## src/rtl/pipe_hazard_ctrl.sv

```systemverilog
// Hazard control for a 5-stage in-order pipeline: tracks EX/MEM/WB destinations,
// raises load-use / stall-only stalls and branch flushes, and selects forwarded operands.
module pipe_hazard_ctrl #(
   parameter int unsigned DATA_W = 32,
   parameter int unsigned REG_AW = 5,
   parameter int unsigned FWD_EN = 1,
   parameter int unsigned CNT_W  = 16
) (
   input  logic              clk,
   input  logic              rst_n,
   input  logic              id_valid_i,
   input  logic              id_use_rs_i,
   input  logic              id_use_rt_i,
   input  logic              id_wb_en_i,
   input  logic              id_is_load_i,
   input  logic [REG_AW-1:0] id_rs_i,
   input  logic [REG_AW-1:0] id_rt_i,
   input  logic [REG_AW-1:0] id_dest_i,
   input  logic              ex_br_taken_i,
   input  logic [DATA_W-1:0] ex_rs_data_i,
   input  logic [DATA_W-1:0] ex_rt_data_i,
   input  logic [DATA_W-1:0] mem_alu_data_i,
   input  logic [DATA_W-1:0] wb_data_i,
   output logic              stall_o,
   output logic              flush_o,
   output logic [1:0]        fwd_a_sel_o,
   output logic [1:0]        fwd_b_sel_o,
   output logic [DATA_W-1:0] fwd_a_o,
   output logic [DATA_W-1:0] fwd_b_o,
   output logic              wb_we_o,
   output logic [REG_AW-1:0] wb_dest_o,
   output logic [CNT_W-1:0]  stall_cnt_o,
   output logic [CNT_W-1:0]  flush_cnt_o
);

   typedef struct packed {
      logic              valid;
      logic [REG_AW-1:0] rs;
      logic [REG_AW-1:0] rt;
      logic [REG_AW-1:0] dest;
      logic              use_rs;
      logic              use_rt;
      logic              wb_en;
      logic              is_load;
   } slot_t;

   localparam logic [CNT_W-1:0] CntOne = CNT_W'(1);

   slot_t            ex_q, ex_d, mem_q, wb_q;
   logic [CNT_W-1:0] stall_cnt_q, stall_cnt_d, flush_cnt_q, flush_cnt_d;
   logic             hit_ex, hit_mem, hit_wb;
   logic             stall, flush;

   function automatic logic src_hit(slot_t s, logic use_rs, logic [REG_AW-1:0] rs,
                                    logic use_rt, logic [REG_AW-1:0] rt);
      return s.valid && s.wb_en && (s.dest != '0) &&
             ((use_rs && (s.dest == rs)) || (use_rt && (s.dest == rt)));
   endfunction

   // Loads in MEM have no data yet, so only the WB slot may forward a load result.
   function automatic logic [1:0] fwd_sel(slot_t mem, slot_t wb, logic use_src,
                                          logic [REG_AW-1:0] src);
      logic [1:0] sel;
      sel = 2'd0;
      if (FWD_EN != 0 && use_src) begin
         if (mem.valid && mem.wb_en && !mem.is_load && (mem.dest != '0) && (mem.dest == src)) begin
            sel = 2'd1;
         end else if (wb.valid && wb.wb_en && (wb.dest != '0) && (wb.dest == src)) begin
            sel = 2'd2;
         end
      end
      return sel;
   endfunction

   assign hit_ex  = src_hit(ex_q,  id_use_rs_i, id_rs_i, id_use_rt_i, id_rt_i);
   assign hit_mem = src_hit(mem_q, id_use_rs_i, id_rs_i, id_use_rt_i, id_rt_i);
   assign hit_wb  = src_hit(wb_q,  id_use_rs_i, id_rs_i, id_use_rt_i, id_rt_i);

   always_comb begin
      flush = ex_q.valid & ex_br_taken_i;
      if (FWD_EN != 0) begin
         stall = hit_ex & ex_q.is_load & ~flush;
      end else begin
         stall = (hit_ex | hit_mem | hit_wb) & ~flush;
      end

      ex_d = '0;
      if (id_valid_i && !stall && !flush) begin
         ex_d.valid   = 1'b1;
         ex_d.rs      = id_rs_i;
         ex_d.rt      = id_rt_i;
         ex_d.dest    = id_dest_i;
         ex_d.use_rs  = id_use_rs_i;
         ex_d.use_rt  = id_use_rt_i;
         ex_d.wb_en   = id_wb_en_i;
         ex_d.is_load = id_is_load_i;
      end

      stall_cnt_d = stall_cnt_q;
      if (stall && (stall_cnt_q != '1)) stall_cnt_d = stall_cnt_q + CntOne;
      flush_cnt_d = flush_cnt_q;
      if (flush && (flush_cnt_q != '1)) flush_cnt_d = flush_cnt_q + CntOne;
   end

   always_ff @(posedge clk or negedge rst_n) begin
      if (!rst_n) begin
         ex_q        <= '0;
         mem_q       <= '0;
         wb_q        <= '0;
         stall_cnt_q <= '0;
         flush_cnt_q <= '0;
      end else begin
         ex_q        <= ex_d;
         mem_q       <= ex_q;
         wb_q        <= mem_q;
         stall_cnt_q <= stall_cnt_d;
         flush_cnt_q <= flush_cnt_d;
      end
   end

   assign fwd_a_sel_o = fwd_sel(mem_q, wb_q, ex_q.use_rs, ex_q.rs);
   assign fwd_b_sel_o = fwd_sel(mem_q, wb_q, ex_q.use_rt, ex_q.rt);

   always_comb begin
      fwd_a_o = ex_rs_data_i;
      case (fwd_a_sel_o)
         2'd1:    fwd_a_o = mem_alu_data_i;
         2'd2:    fwd_a_o = wb_data_i;
         default: fwd_a_o = ex_rs_data_i;
      endcase
      fwd_b_o = ex_rt_data_i;
      case (fwd_b_sel_o)
         2'd1:    fwd_b_o = mem_alu_data_i;
         2'd2:    fwd_b_o = wb_data_i;
         default: fwd_b_o = ex_rt_data_i;
      endcase
   end

   assign stall_o     = stall;
   assign flush_o     = flush;
   assign wb_we_o     = wb_q.valid & wb_q.wb_en & (wb_q.dest != '0);
   assign wb_dest_o   = wb_q.dest;
   assign stall_cnt_o = stall_cnt_q;
   assign flush_cnt_o = flush_cnt_q;

   // Source fields of the later slots are tracked but not consulted.
   logic unused_slot_bits;
   assign unused_slot_bits = ^{mem_q.rs, mem_q.rt, mem_q.use_rs, mem_q.use_rt,
                               wb_q.rs, wb_q.rt, wb_q.use_rs, wb_q.use_rt, wb_q.is_load};

endmodule

```

## config.mk

```make
export PLATFORM = sky130hd
export DESIGN_NAME = pipe_hazard_ctrl
export DESIGN_NICKNAME = d
export VERILOG_FILES = /design/src/rtl/pipe_hazard_ctrl.sv
export SDC_FILE = /design/constraint.sdc
export NUM_CORES = 1
export LEC_CHECK = 0
export CORE_MARGIN = 8
export CORE_UTILIZATION = 30
export CTS_CLUSTER_DIAMETER = 60
export DETAILED_ROUTE_END_ITERATION = 12
export PLACE_DENSITY = 0.67
export SLEW_MARGIN = 20
export SYNTH_ARGS = -nofsm -noshare
export SYNTH_HDL_FRONTEND = slang
export SYNTH_SLANG_ARGS = --single-unit
```

## constraint.sdc

```tcl
create_clock -name clk -period 3.5 [get_ports clk]
set_input_delay 0.525 -clock clk [delete_from_list [all_inputs] [get_ports clk]]
set_output_delay 0.525 -clock clk [all_outputs]
set_load 0.01 [all_outputs]
```

==> impl_metrics.py <==
metrics = {
    "critical_path": {
        "path_cells": "nor3_2, a21oi_1, nand4_1, nor3_1, or4_1, inv_1, ha_2, buf_4, o21ai_0, dlygate4sd2_1",
        "crit_required_ps": 2970,
        "worstSetupEndpointType": "output pin",
        "crit_slowest_cell": "or4_1",
        "crit_path_end": "fwd_b_o[14]",
        "critPathMaxStageDelay_ps": 540,
        "path_max_fanout": 12,
        "rr_startpoint": "ex_q[8]",
        "worstSetupStartpoint": "mem_q[4]",
        "path_delay_family": "simple AND/OR/NAND/NOR gates",
        "path_depth": 10,
        "r2r_end": "stall_cnt_o[15]",
        "path_buf_inv": 3,
        "r2r_cells": 6,
        "path_class": "flop to output pin",
        "crit_arrival_ps": 2820,
        "cp-start-kind": "flop",
        "r2r_setup_slack_ps": 1180,
    },
    "final_layout": {
        "drive_gt1_frac": 0.110,
        "fin_cells": 931,
        "num-fill-cells": 1295,
        "final_cell_mix": "clkdlybuf4s50_1, dfrtp_1, nand2_1",
        "nNetsFinal": 897,
        "final_common_cell": "clkdlybuf4s50_1",
        "area_delta_synth_final_pct": 73.3,
        "multiInputGateArea_um2": 2250,
        "finalCoreUtilization": 0.533,
        "seq_area_um2": 1680,
    },
    "flow_run": {
        "cap_violations": 0,
    },
    "clocking": {
        "cts_hold_buf": 0,
        "numClockSinks": 67,
        "cts_root_buffer": "clkbuf_16",
        "clockBufferDepth": 2,
        "clock_latency_ps": 320,
        "clkTransAtPathRegs_ps": 50,
        "cts_tree": "done",
        "cts-htree-levels": 3,
        "cts-buffers-inserted": 9,
        "postCtsSetupRepairBufs": 0,
    },
    "synthesis": {
        "syn_area_um2": 4270,
        "ys_ff_latch": 67,
        "yosysUniqueCellTypes": 37,
        "synth_fp_nets": 639,
        "syn_area_per_cell_um2": 8.82,
        "synth_top_area_share": 0.393,
        "ys_top_cells_by_area": "dfrtp_1, xnor2_1, a21oi_2",
        "ys_seq_area_frac": 0.393,
        "synthesis.instances": 484,
        "yosysTopAreaCell": "dfrtp_1",
        "yosysWarningCount": 0,
    },
    "route": {
        "vias": 4627,
        "wl_mm": 19.0,
        "ant_nets": 0,
        "viasPerCell": 4.97,
        "drt-initial-drc-count": 221,
        "wl_per_cell_um": 20.5,
        "drc": 0,
        "dr.pass1.iters": 4,
    },
    "timing": {
        "hold_viol_final": 0,
        "finalCriticalPeriod_ps": 3340,
        "max_freq_mhz": 299,
        "tns_ps": 0,
        "slew_violations": 0,
        "rsz0062_at_grt": "no",
        "slew_headroom": 0.505,
        "min_period_over_period": 0.955,
        "fin_skew_ps": 2.79,
        "setup-violations-final": 0,
        "tightest_slew_ps": 740,
    },
    "grt": {
        "grt_pass1_vias": 4694,
        "grt_pass1_wl_mm": 27.9,
        "grt_antenna_before_repair": 5,
        "grt_overflow": 0,
        "grt_max_degree": 51,
        "track_usage": 0.197,
    },
    "die": {
        "chipHeight_um": 135,
        "ios": 259,
        "fp.dieArea_um2": 18300,
        "num_rows": 43,
        "start_util": 0.307,
        "coreArea_um2": 13900,
        "die_w_um": 135,
    },
    "hold_path": {
        "hold_class": "primary input to async pin",
    },
    "placement": {
        "dp_cells": 910,
        "gp_congestion": 0.959,
        "dp_hpwl_mm": 15.4,
        "io_buffers": 258,
    },
    "power": {
        "vdd_drop_max_uv": 513,
        "power_leakage_uw": 0.00319,
        "powerDensity_nw_per_um2": 322,
    },
    "outcome": {
        "status": "finished clean",
    },
}
cell families after synthesis:
group           synth area share
compound gates             0.220
xor+xnor                   0.115
fa+ha+maj                 0.0117
buf+inv                   0.0821
flops                      0.393
mux                      0.00792
simple gates               0.170
synth_stat cells:
master    count
dfrtp_1      67
buf_12        3
and2_4        1
nand2_1      55
and2_1       20
o31ai_1       1
xnor2_1      33
a32oi_1       1
o211ai_2      1
nand2b_1      1
buf_8         1
or4_1         2
xor2_1       23
nand4_1      13
a21oi_1       8
nor2_1       14
buf_2         4
a22oi_1      32
and3_1       10
buf_4         5
nor3_1       11
mux2_1        1
nand4_2       1
o21ai_0      32
nor4_1        2
a21oi_2      30
o22ai_1      32
nor2b_1       2
nand3b_1      1
clkbuf_1     18
mux2_2        2
ha_1          4
nand4b_1      1
inv_1        40
nand3_1      10
o21a_1        1
nor2b_2       1
registers in the layout, indices dropped and copies added, names as in the netlist:
register and count:
wb_dest_o 5, ex_q 20, wb_q 2, mem_q 8, stall_cnt_o 16, flush_cnt_o 16
report_power, final:
| part | switching, uW | total, uW | leakage (uW) | internal, uW |
|---|---|---|---|---|
| clock | 320 | 941 | 0.000156 | 621 |
| combinational | 210 | 552 | 0.00215 | 342 |
| sequential | 62.0 | 889 | 0.000889 | 827 |
routing by layer:
layer  track usage  part of all wire  vias up
li1              -                 -     2204
met1         0.234              0.41     2165
met2         0.322              0.47      229
met3        0.0697             0.097       27
met4        0.0703             0.023        2
met5             0           0.00068        -
through the flow:
stage	setup slack [ps]	power [uW]	hold WS, ps	cell area [um^2]
2_1_floorplan	587	1070	229	4270
3_3_place_gp	96.3	1460	358	7080
3_5_place_dp	42.9	1470	362	7080
4_1_cts	63.1	2410	374	7350
5_1_grt	3.72	2500	278	7390
6_report	159	2380	231	7390
layout make-up:
type | instances | area share
repair buffers | 278 | 0.373
clock inverters | 7 | 0.0124
well taps | 180 | 0.0305
multi-input cells | 346 | 0.305
flip-flops and latches | 67 | 0.227
diodes | 4 | 0.00135
clock buffers | 9 | 0.0305
inverters | 40 | 0.0203
worst min path at each step:
stage                     startpoint               to  slack [ps]
final                          rst_n  flush_cnt_o[15]         230
after global routing           rst_n  flush_cnt_o[15]         280
after CTS                  mem_q[19]         wb_q[19]         370
after detailed placement   mem_q[19]         wb_q[19]         360
after global placement     mem_q[19]         wb_q[19]         360
after floorplan                rst_n          ex_q[0]         230
timing repair:
action                                  4_1_cts  5_1_grt
cloned                                        0        1
resized for setup                            36       30
endpoints found under the hold margin         0        0
endpoints found under the setup margin       32       31
(Power assumes the default switching activity.)
